**config.mk**
```make
export PLATFORM = sky130hd
export DESIGN_NAME = storage_bank
export DESIGN_NICKNAME = d
export VERILOG_FILES = /design/src/rtl/storage_bank.sv
export SDC_FILE = /design/constraint.sdc
export NUM_CORES = 1
export LEC_CHECK = 0
export ABC_AREA = 1
export CAP_MARGIN = 0
export CORE_UTILIZATION = 49
export CTS_CLUSTER_SIZE = 14
export DETAILED_ROUTE_END_ITERATION = 8
export PLACE_DENSITY = 0.82
export RECOVER_POWER = 100
export SETUP_SLACK_MARGIN = 0.2
export SLEW_MARGIN = 30
export SYNTH_ARGS = -nofsm -noshare
export SYNTH_HDL_FRONTEND = slang
export SYNTH_SLANG_ARGS = --single-unit
```
**constraint.sdc**
```tcl
create_clock -name clk -period 2.25 [get_ports clk]
set_input_delay 0.225 -clock clk [delete_from_list [all_inputs] [get_ports clk]]
set_output_delay 0.225 -clock clk [all_outputs]
set_load 0.03 [all_outputs]
```
**src/rtl/storage_bank.sv**
```systemverilog
// Multi-channel enable-gated storage bank with flip-flop/transparent read mode and a
// snapshot engine that streams frozen words over valid/ready. Option: STORAGE_BANK_PARITY_EN.
module storage_bank #(
  parameter int unsigned WIDTH    = 8,
  parameter int unsigned CHANNELS = 4,
  localparam int unsigned ChW     = (CHANNELS > 2) ? $clog2(CHANNELS) : 1
) (
  input  logic                      clk,
  input  logic                      rst_n,
  input  logic [CHANNELS*WIDTH-1:0] d,
  input  logic [CHANNELS-1:0]       en,
  input  logic                      mode,
  output logic [CHANNELS*WIDTH-1:0] q,
  input  logic                      snap,
  output logic                      busy,
  output logic                      snap_drop,
  output logic                      out_valid,
  input  logic                      out_ready,
  output logic [WIDTH-1:0]          out_data,
  output logic [ChW-1:0]            out_ch,
`ifdef STORAGE_BANK_PARITY_EN
  output logic                      out_parity,
  input  logic                      parity_inject,
`endif
  output logic                      out_last
);

  localparam logic [ChW-1:0] LastIdx = ChW'(CHANNELS - 1);

  typedef enum logic [0:0] {StIdle, StStream} state_e;

  state_e           state_q;
  logic [ChW-1:0]   idx_q;
  logic             snap_drop_q;
  logic [WIDTH-1:0] s_q      [CHANNELS];
  logic [WIDTH-1:0] shadow_q [CHANNELS];
`ifdef STORAGE_BANK_PARITY_EN
  logic [CHANNELS-1:0] shadow_par_q;
`endif

  // Storage words: written on the edge whenever enabled, regardless of mode.
  always_ff @(posedge clk) begin
    if (!rst_n) begin
      for (int c = 0; c < CHANNELS; c++) s_q[c] <= '0;
    end else begin
      for (int c = 0; c < CHANNELS; c++) begin
        if (en[c]) s_q[c] <= d[c*WIDTH +: WIDTH];
      end
    end
  end

  // Transparent mode is a combinational bypass around the stored word.
  always_comb begin
    q = '0;
    for (int c = 0; c < CHANNELS; c++) begin
      q[c*WIDTH +: WIDTH] = (mode && en[c]) ? d[c*WIDTH +: WIDTH] : s_q[c];
    end
  end

  always_ff @(posedge clk) begin
    if (!rst_n) begin
      state_q     <= StIdle;
      idx_q       <= '0;
      snap_drop_q <= 1'b0;
      for (int c = 0; c < CHANNELS; c++) shadow_q[c] <= '0;
`ifdef STORAGE_BANK_PARITY_EN
      shadow_par_q <= '0;
`endif
    end else begin
      snap_drop_q <= 1'b0;
      case (state_q)
        StIdle: begin
          if (snap) begin
            // Capture pre-edge storage, not the data being written on this edge.
            for (int c = 0; c < CHANNELS; c++) begin
              shadow_q[c] <= s_q[c];
`ifdef STORAGE_BANK_PARITY_EN
              shadow_par_q[c] <= (^s_q[c]) ^ parity_inject;
`endif
            end
            idx_q   <= '0;
            state_q <= StStream;
          end
        end
        StStream: begin
          snap_drop_q <= snap;
          if (out_ready) begin
            if (idx_q == LastIdx) begin
              idx_q   <= '0;
              state_q <= StIdle;
            end else begin
              idx_q <= idx_q + 1'b1;
            end
          end
        end
        default: state_q <= StIdle;
      endcase
    end
  end

  assign busy      = (state_q == StStream);
  assign out_valid = busy;
  assign out_data  = shadow_q[idx_q];
  assign out_ch    = idx_q;
  assign out_last  = busy && (idx_q == LastIdx);
  assign snap_drop = snap_drop_q;
`ifdef STORAGE_BANK_PARITY_EN
  assign out_parity = shadow_par_q[idx_q];
`endif

endmodule

```
# --- Word-level counts from Yosys, hierarchy flattened ---
# Memory sizes are Yosys's and may differ from the RTL's. A register that Yosys moved wholly into a read port is not among the register bits.
# Cells that the tools add are included.
op_classes:
  addsub: 1
  eq_ne: 3
  muxes: 38
  n_bitwise: 9
  reduce_logical: 7
op_table:
  columns: ["operator", "n"]
  rows:
  - ["8-bit 2-to-1 mux", 12]
  - ["1-bit 2-to-1 mux", 19]
  - ["2-bit 2-to-1 mux", 5]
  - ["1-bit OR", 8]
  - ["1-bit logical AND", 5]
  - ["2-bit inequality test, second input constant", 2]
  - ["2-bit one-hot mux with 2 select lines", 1]
  - ["2-bit AND reduction", 2]
  - ["2-bit by 1-bit adder with 2-bit output, second input constant", 1]
  - ["2-bit == test, second input constant", 1]
  - ["1-bit one-hot mux with 2 select lines", 1]
  - ["1-bit inverter", 1]
word_totals:
  ff_bits: 4
  ram_bits: 64
  input_bits: 41
  output_inout_bits: 46
  elab_cells: 63
  mem_count: 2
mem_list:
  columns: ["name", "words", "word_bits", "read_ports", "rd_clocked_by_memory_dff", "write_ports", "line_no", "text"]
  rows:
  - ["s_q", 4, 8, 4, 0, 4, "35", "logic [WIDTH-1:0] s_q [CHANNELS];"]
  - ["shadow_q", 4, 8, 1, 1, 4, "36", "logic [WIDTH-1:0] shadow_q [CHANNELS];"]

# --- Logic depth before layout (Yosys ltp) ---
# Gate-level depths: netlist of run 1.
logic_depth:
  word_depth: 6
  mapped_depth: 5
  mapped_depth_nobuf: 4

# --- Worst setup path after synthesis of run 1 ---
# Ideal clock, no wire load.
synth_timing:
  kind: "reg2reg"
  from: "reg state_q (netlist: busy)"
  to: "mem shadow_q[0][0], enable pin"
  setup_ps: 478
  arrival_ps: 1386
  t_required_ps: 1772
  slack_ps: 385
  path_stages_with_launch: 4
  path_buffers: 0
  period_less_slack_ps: 1865
  path_cell_list: "dfxtp_1 > inv_1 > nand2_1 > nand2_1"
synth_lines:
  columns: ["item", "line_no", "text"]
  rows:
  - ["from (decl)", "32", "state_e state_q;"]
  - ["from (signal assigned)", "62", "state_q <= StIdle;"]
  - ["from (signal assigned)", "82", "state_q <= StStream;"]
  - ["from (signal assigned)", "90", "state_q <= StIdle;"]
  - ["to (decl)", "36", null]

# --- Worst setup path after layout of run 1 ---
layout_timing:
  from: "in mode"
  to: "out q[15]"
layout_between:
  elab_chain_len: 2
layout_lines:
  columns: ["item", "line_no", "text"]
  rows:
  - ["from (decl)", "12", "input logic mode,"]
  - ["1-bit logical AND", "56", "q[c*WIDTH +: WIDTH] = (mode && en[c]) ? d[c*WIDTH +: WIDTH] : s_q[c];"]
  - ["8-bit 2-to-1 mux", "56", null]
  - ["to (decl)", "13", "output logic [CHANNELS*WIDTH-1:0] q,"]
# No other way between the ends.

==> results_dict.tcl, run 1 <==
set metrics [dict create \
    status "complete, no violations" \
    slew_violations 0 \
    drc 0 \
    syn_area_mm2 0.00348 \
    die_y_um 86.3 \
    seq_power_share_pct 49.1 \
    p_leak_nw 2.00 \
    critPathKind "input pin to output pin" \
    avgSynthCellArea_um2 9.54 \
    synth_top_area_share_pct 55.2 \
    synth_common_cells "inv_1, edfxtp_1, nor2_1" \
    clockBufferDepth 2 \
    finalHoldViolations 0 \
    ff2ff_setup_slack_ps 630 \
    first_global_vias 2545 \
    async_flop_share_pct 0 \
    worst_slew_pin_slew_ps 747 \
    rows 30 \
    power.internal_mw 2.32 \
    synth-seq-area-share_pct 58.6 \
    cts_buffers 9 \
    grt_remaining_overflow 0 \
    routed_wl_um 6750 \
    via_per_inst 4.70 \
    place_area_mm2 0.00429 \
    fmax_ghz 0.495 \
    timing.slew.headroom_pct 50.2 \
    drt.antenna.violating_nets 0 \
    synth_ff_type "edfxtp_1" \
    fin_crit_sh_pct 89.8 \
    port_buffers 86 \
    synthMostInstantiatedCell "inv_1" \
    core_area_mm2 0.00683 \
    diodes 0 \
    clock-sinks 70 \
    finClkSkew_ps 9.73 \
    ys_ff_latch 70 \
    synth_nets 407 \
    yosys.area.top_type "edfxtp_1" \
    final_net_count 493 \
    layout-drive-gt1-share_pct 17.1 \
    cp-end-kind "output pin" \
    p_switching_mw 0.907 \
    synth_edf_count 64 \
    sw_frac_of_total_pct 28.1 \
    fin_area_mm2 0.00440 \
    pwr-share-comb_pct 19.4 \
    wl_per_cell_um 12.2 \
    yosysWarnings 0 \
    h-tree-depth 3 \
    num-fill-cells 588 \
    vias 2592 \
    synthCells 365 \
    dr.pass1.iters 4 \
    netlist_top_cells_area "edfxtp_1, inv_1, o21ai_2, nor2_1, nand2_1" \
    critPathLaunchType "input pin" \
    rsz0062_at_grt "no" \
    area_delta_synth_final_pct 26.2 \
    cts_tree "yes" \
    fin_crit_ps 2020 \
    worst_ep_required_time_ps 2030 \
    maxCapViolations 0 \
    die_area_mm2 0.00745 \
    critPathMaxFanout 16 \
    clk_latency_ps 340 \
    yosysUniqueCellTypes 19 \
    p_per_area_mw_per_mm2 735 \
    first_iter_violations 202 \
    peakVddDrop_uv 351 \
    grt_pass1_wl_um 11500 \
    finalWeightedCongestion 0.772 \
    hp-class "register to register" \
    grt_max_degree 34 \
    finalSetupTns_ps 0 \
    dieWidth_um 86.3 \
    antenna_found_initial 0 \
    clk_pin_slew_ps 80 \
    clkPwrFrac_pct 31.5 \
    setup_violations 0 \
    io_pins 87 \
    cts_root_buffer "clkbuf_8" \
    post-dp-hpwl_um 5030 \
    arrival_ps 1790 \
    grtUsageTotal_pct 20.3 \
    start_util_pct 51.0 \
]
==> cells by family after synthesis <==
logic type      synth area share, %
fa+ha+maj                     0.359
buf+inv                        12.6
simple gates                   16.0
flops                          58.6
compound gates                 12.4
==> state kept, by name, indices dropped and copies added (netlist names), named ones only <==
name and flops:
shadow_q 32, busy 1, out_ch 2, snap_drop 1
s_q 32
==> final cells by class <==
| cell class | count | area [µm²] | share of cell area (%) |
|---|---|---|---|
| clock buffers | 12 | 155 | 3.53 |
| clock inverters | 4 | 45.0 | 1.02 |
| inverters | 84 | 315 | 7.17 |
| multi-input cells | 197 | 976 | 22.2 |
| flip-flops and latches | 70 | 2040 | 46.5 |
| well taps | 96 | 120 | 2.73 |
| repair buffers | 89 | 741 | 16.9 |
==> power by group through the flow <==
stage | combinational, mW | sequential [mW] | clock (mW)
3_5_place_dp | 0.680 | 1.61 | 0
4_1_cts | 0.668 | 1.59 | 1.03
6_report | 0.626 | 1.59 | 1.02
2_1_floorplan | 0.422 | 1.60 | 0
5_1_grt | 0.684 | 1.60 | 1.09
3_3_place_gp | 0.669 | 1.61 | 0
==> what timing repair did <==
item | CTS | global route
hold buffers | 0 | 0
setup buffers | 0 | 0
setup endpoints to repair | 8 | 0
gates resized for setup | 9 | 0
==> per-stage QoR <==
stage               hold slack (ps)  worst slack (ps)  std cells  util, %  power (mW)
floorplan                       378               385        365        -        2.02
global placement                523               465        536     62.9        2.28
detailed placement              513               432        536     62.9        2.29
CTS                             533               293        552     65.7        3.29
global route                    557               102        552     64.3        3.38
finish                          530               230        552     64.3        3.23
==> final timing paths <==
path                    endpoint  cells past startpoint  startpoint
setup / recovery           q[15]                      5        mode
hold reg to reg        out_ch[0]                      1   out_ch[0]
setup reg to reg  shadow_q[1][7]                      4        busy
hold / removal         out_ch[0]                      1   out_ch[0]
==> worst max-delay path: stages <==
cell	delay, ps
clkdlybuf4s50_1	510
nand2_1	500
nand2_1	140
o21ai_2	80
clkbuf_1	340
==> layer usage <==
layer	track usage [%]	routed length, µm	share of wire, %
met1	26.1	2930	43
met2	33.4	3410	50
met3	5.81	340	5.0
met4	6.21	80	1.2
met5	0	0	0
==> cell usage in the layout, fill, tap and decap left out, drive strengths merged <==
cell           count
a21oi             10
and3               1
buf               16
bufinv             1
clkbuf            31
clkdlybuf4s50     39
clkinv             3
dfxtp              6
dlygate4sd2        8
dlygate4sd3        7
edfxtp            64
ha                 1
inv               84
nand2             65
nand3              4
nor2              64
o211ai             8
o21ai             40
or2                4
(Power assumes the default switching activity.)
==> inputs of run 2 (changes only) <==
--- a/config.mk
+++ b/config.mk
@@ -8,6 +8,7 @@
 export ABC_AREA = 1
 export CAP_MARGIN = 0
 export CORE_UTILIZATION = 49
+export CTS_CLUSTER_DIAMETER = 120
 export CTS_CLUSTER_SIZE = 14
 export DETAILED_ROUTE_END_ITERATION = 8
 export PLACE_DENSITY = 0.82
==> results of run 2 <==
No change in the layout: final DEF, timing and power equal those of run 1.
==> inputs of run 3 (changes only) <==
--- a/config.mk
+++ b/config.mk
@@ -8,7 +8,7 @@
 export ABC_AREA = 1
 export CAP_MARGIN = 0
 export CORE_UTILIZATION = 49
-export CTS_CLUSTER_DIAMETER = 120
+export CTS_CLUSTER_DIAMETER = 40
 export CTS_CLUSTER_SIZE = 14
 export DETAILED_ROUTE_END_ITERATION = 8
 export PLACE_DENSITY = 0.82
==> results of run 3 <==
No change in the layout: final DEF, timing and power equal those of run 1.
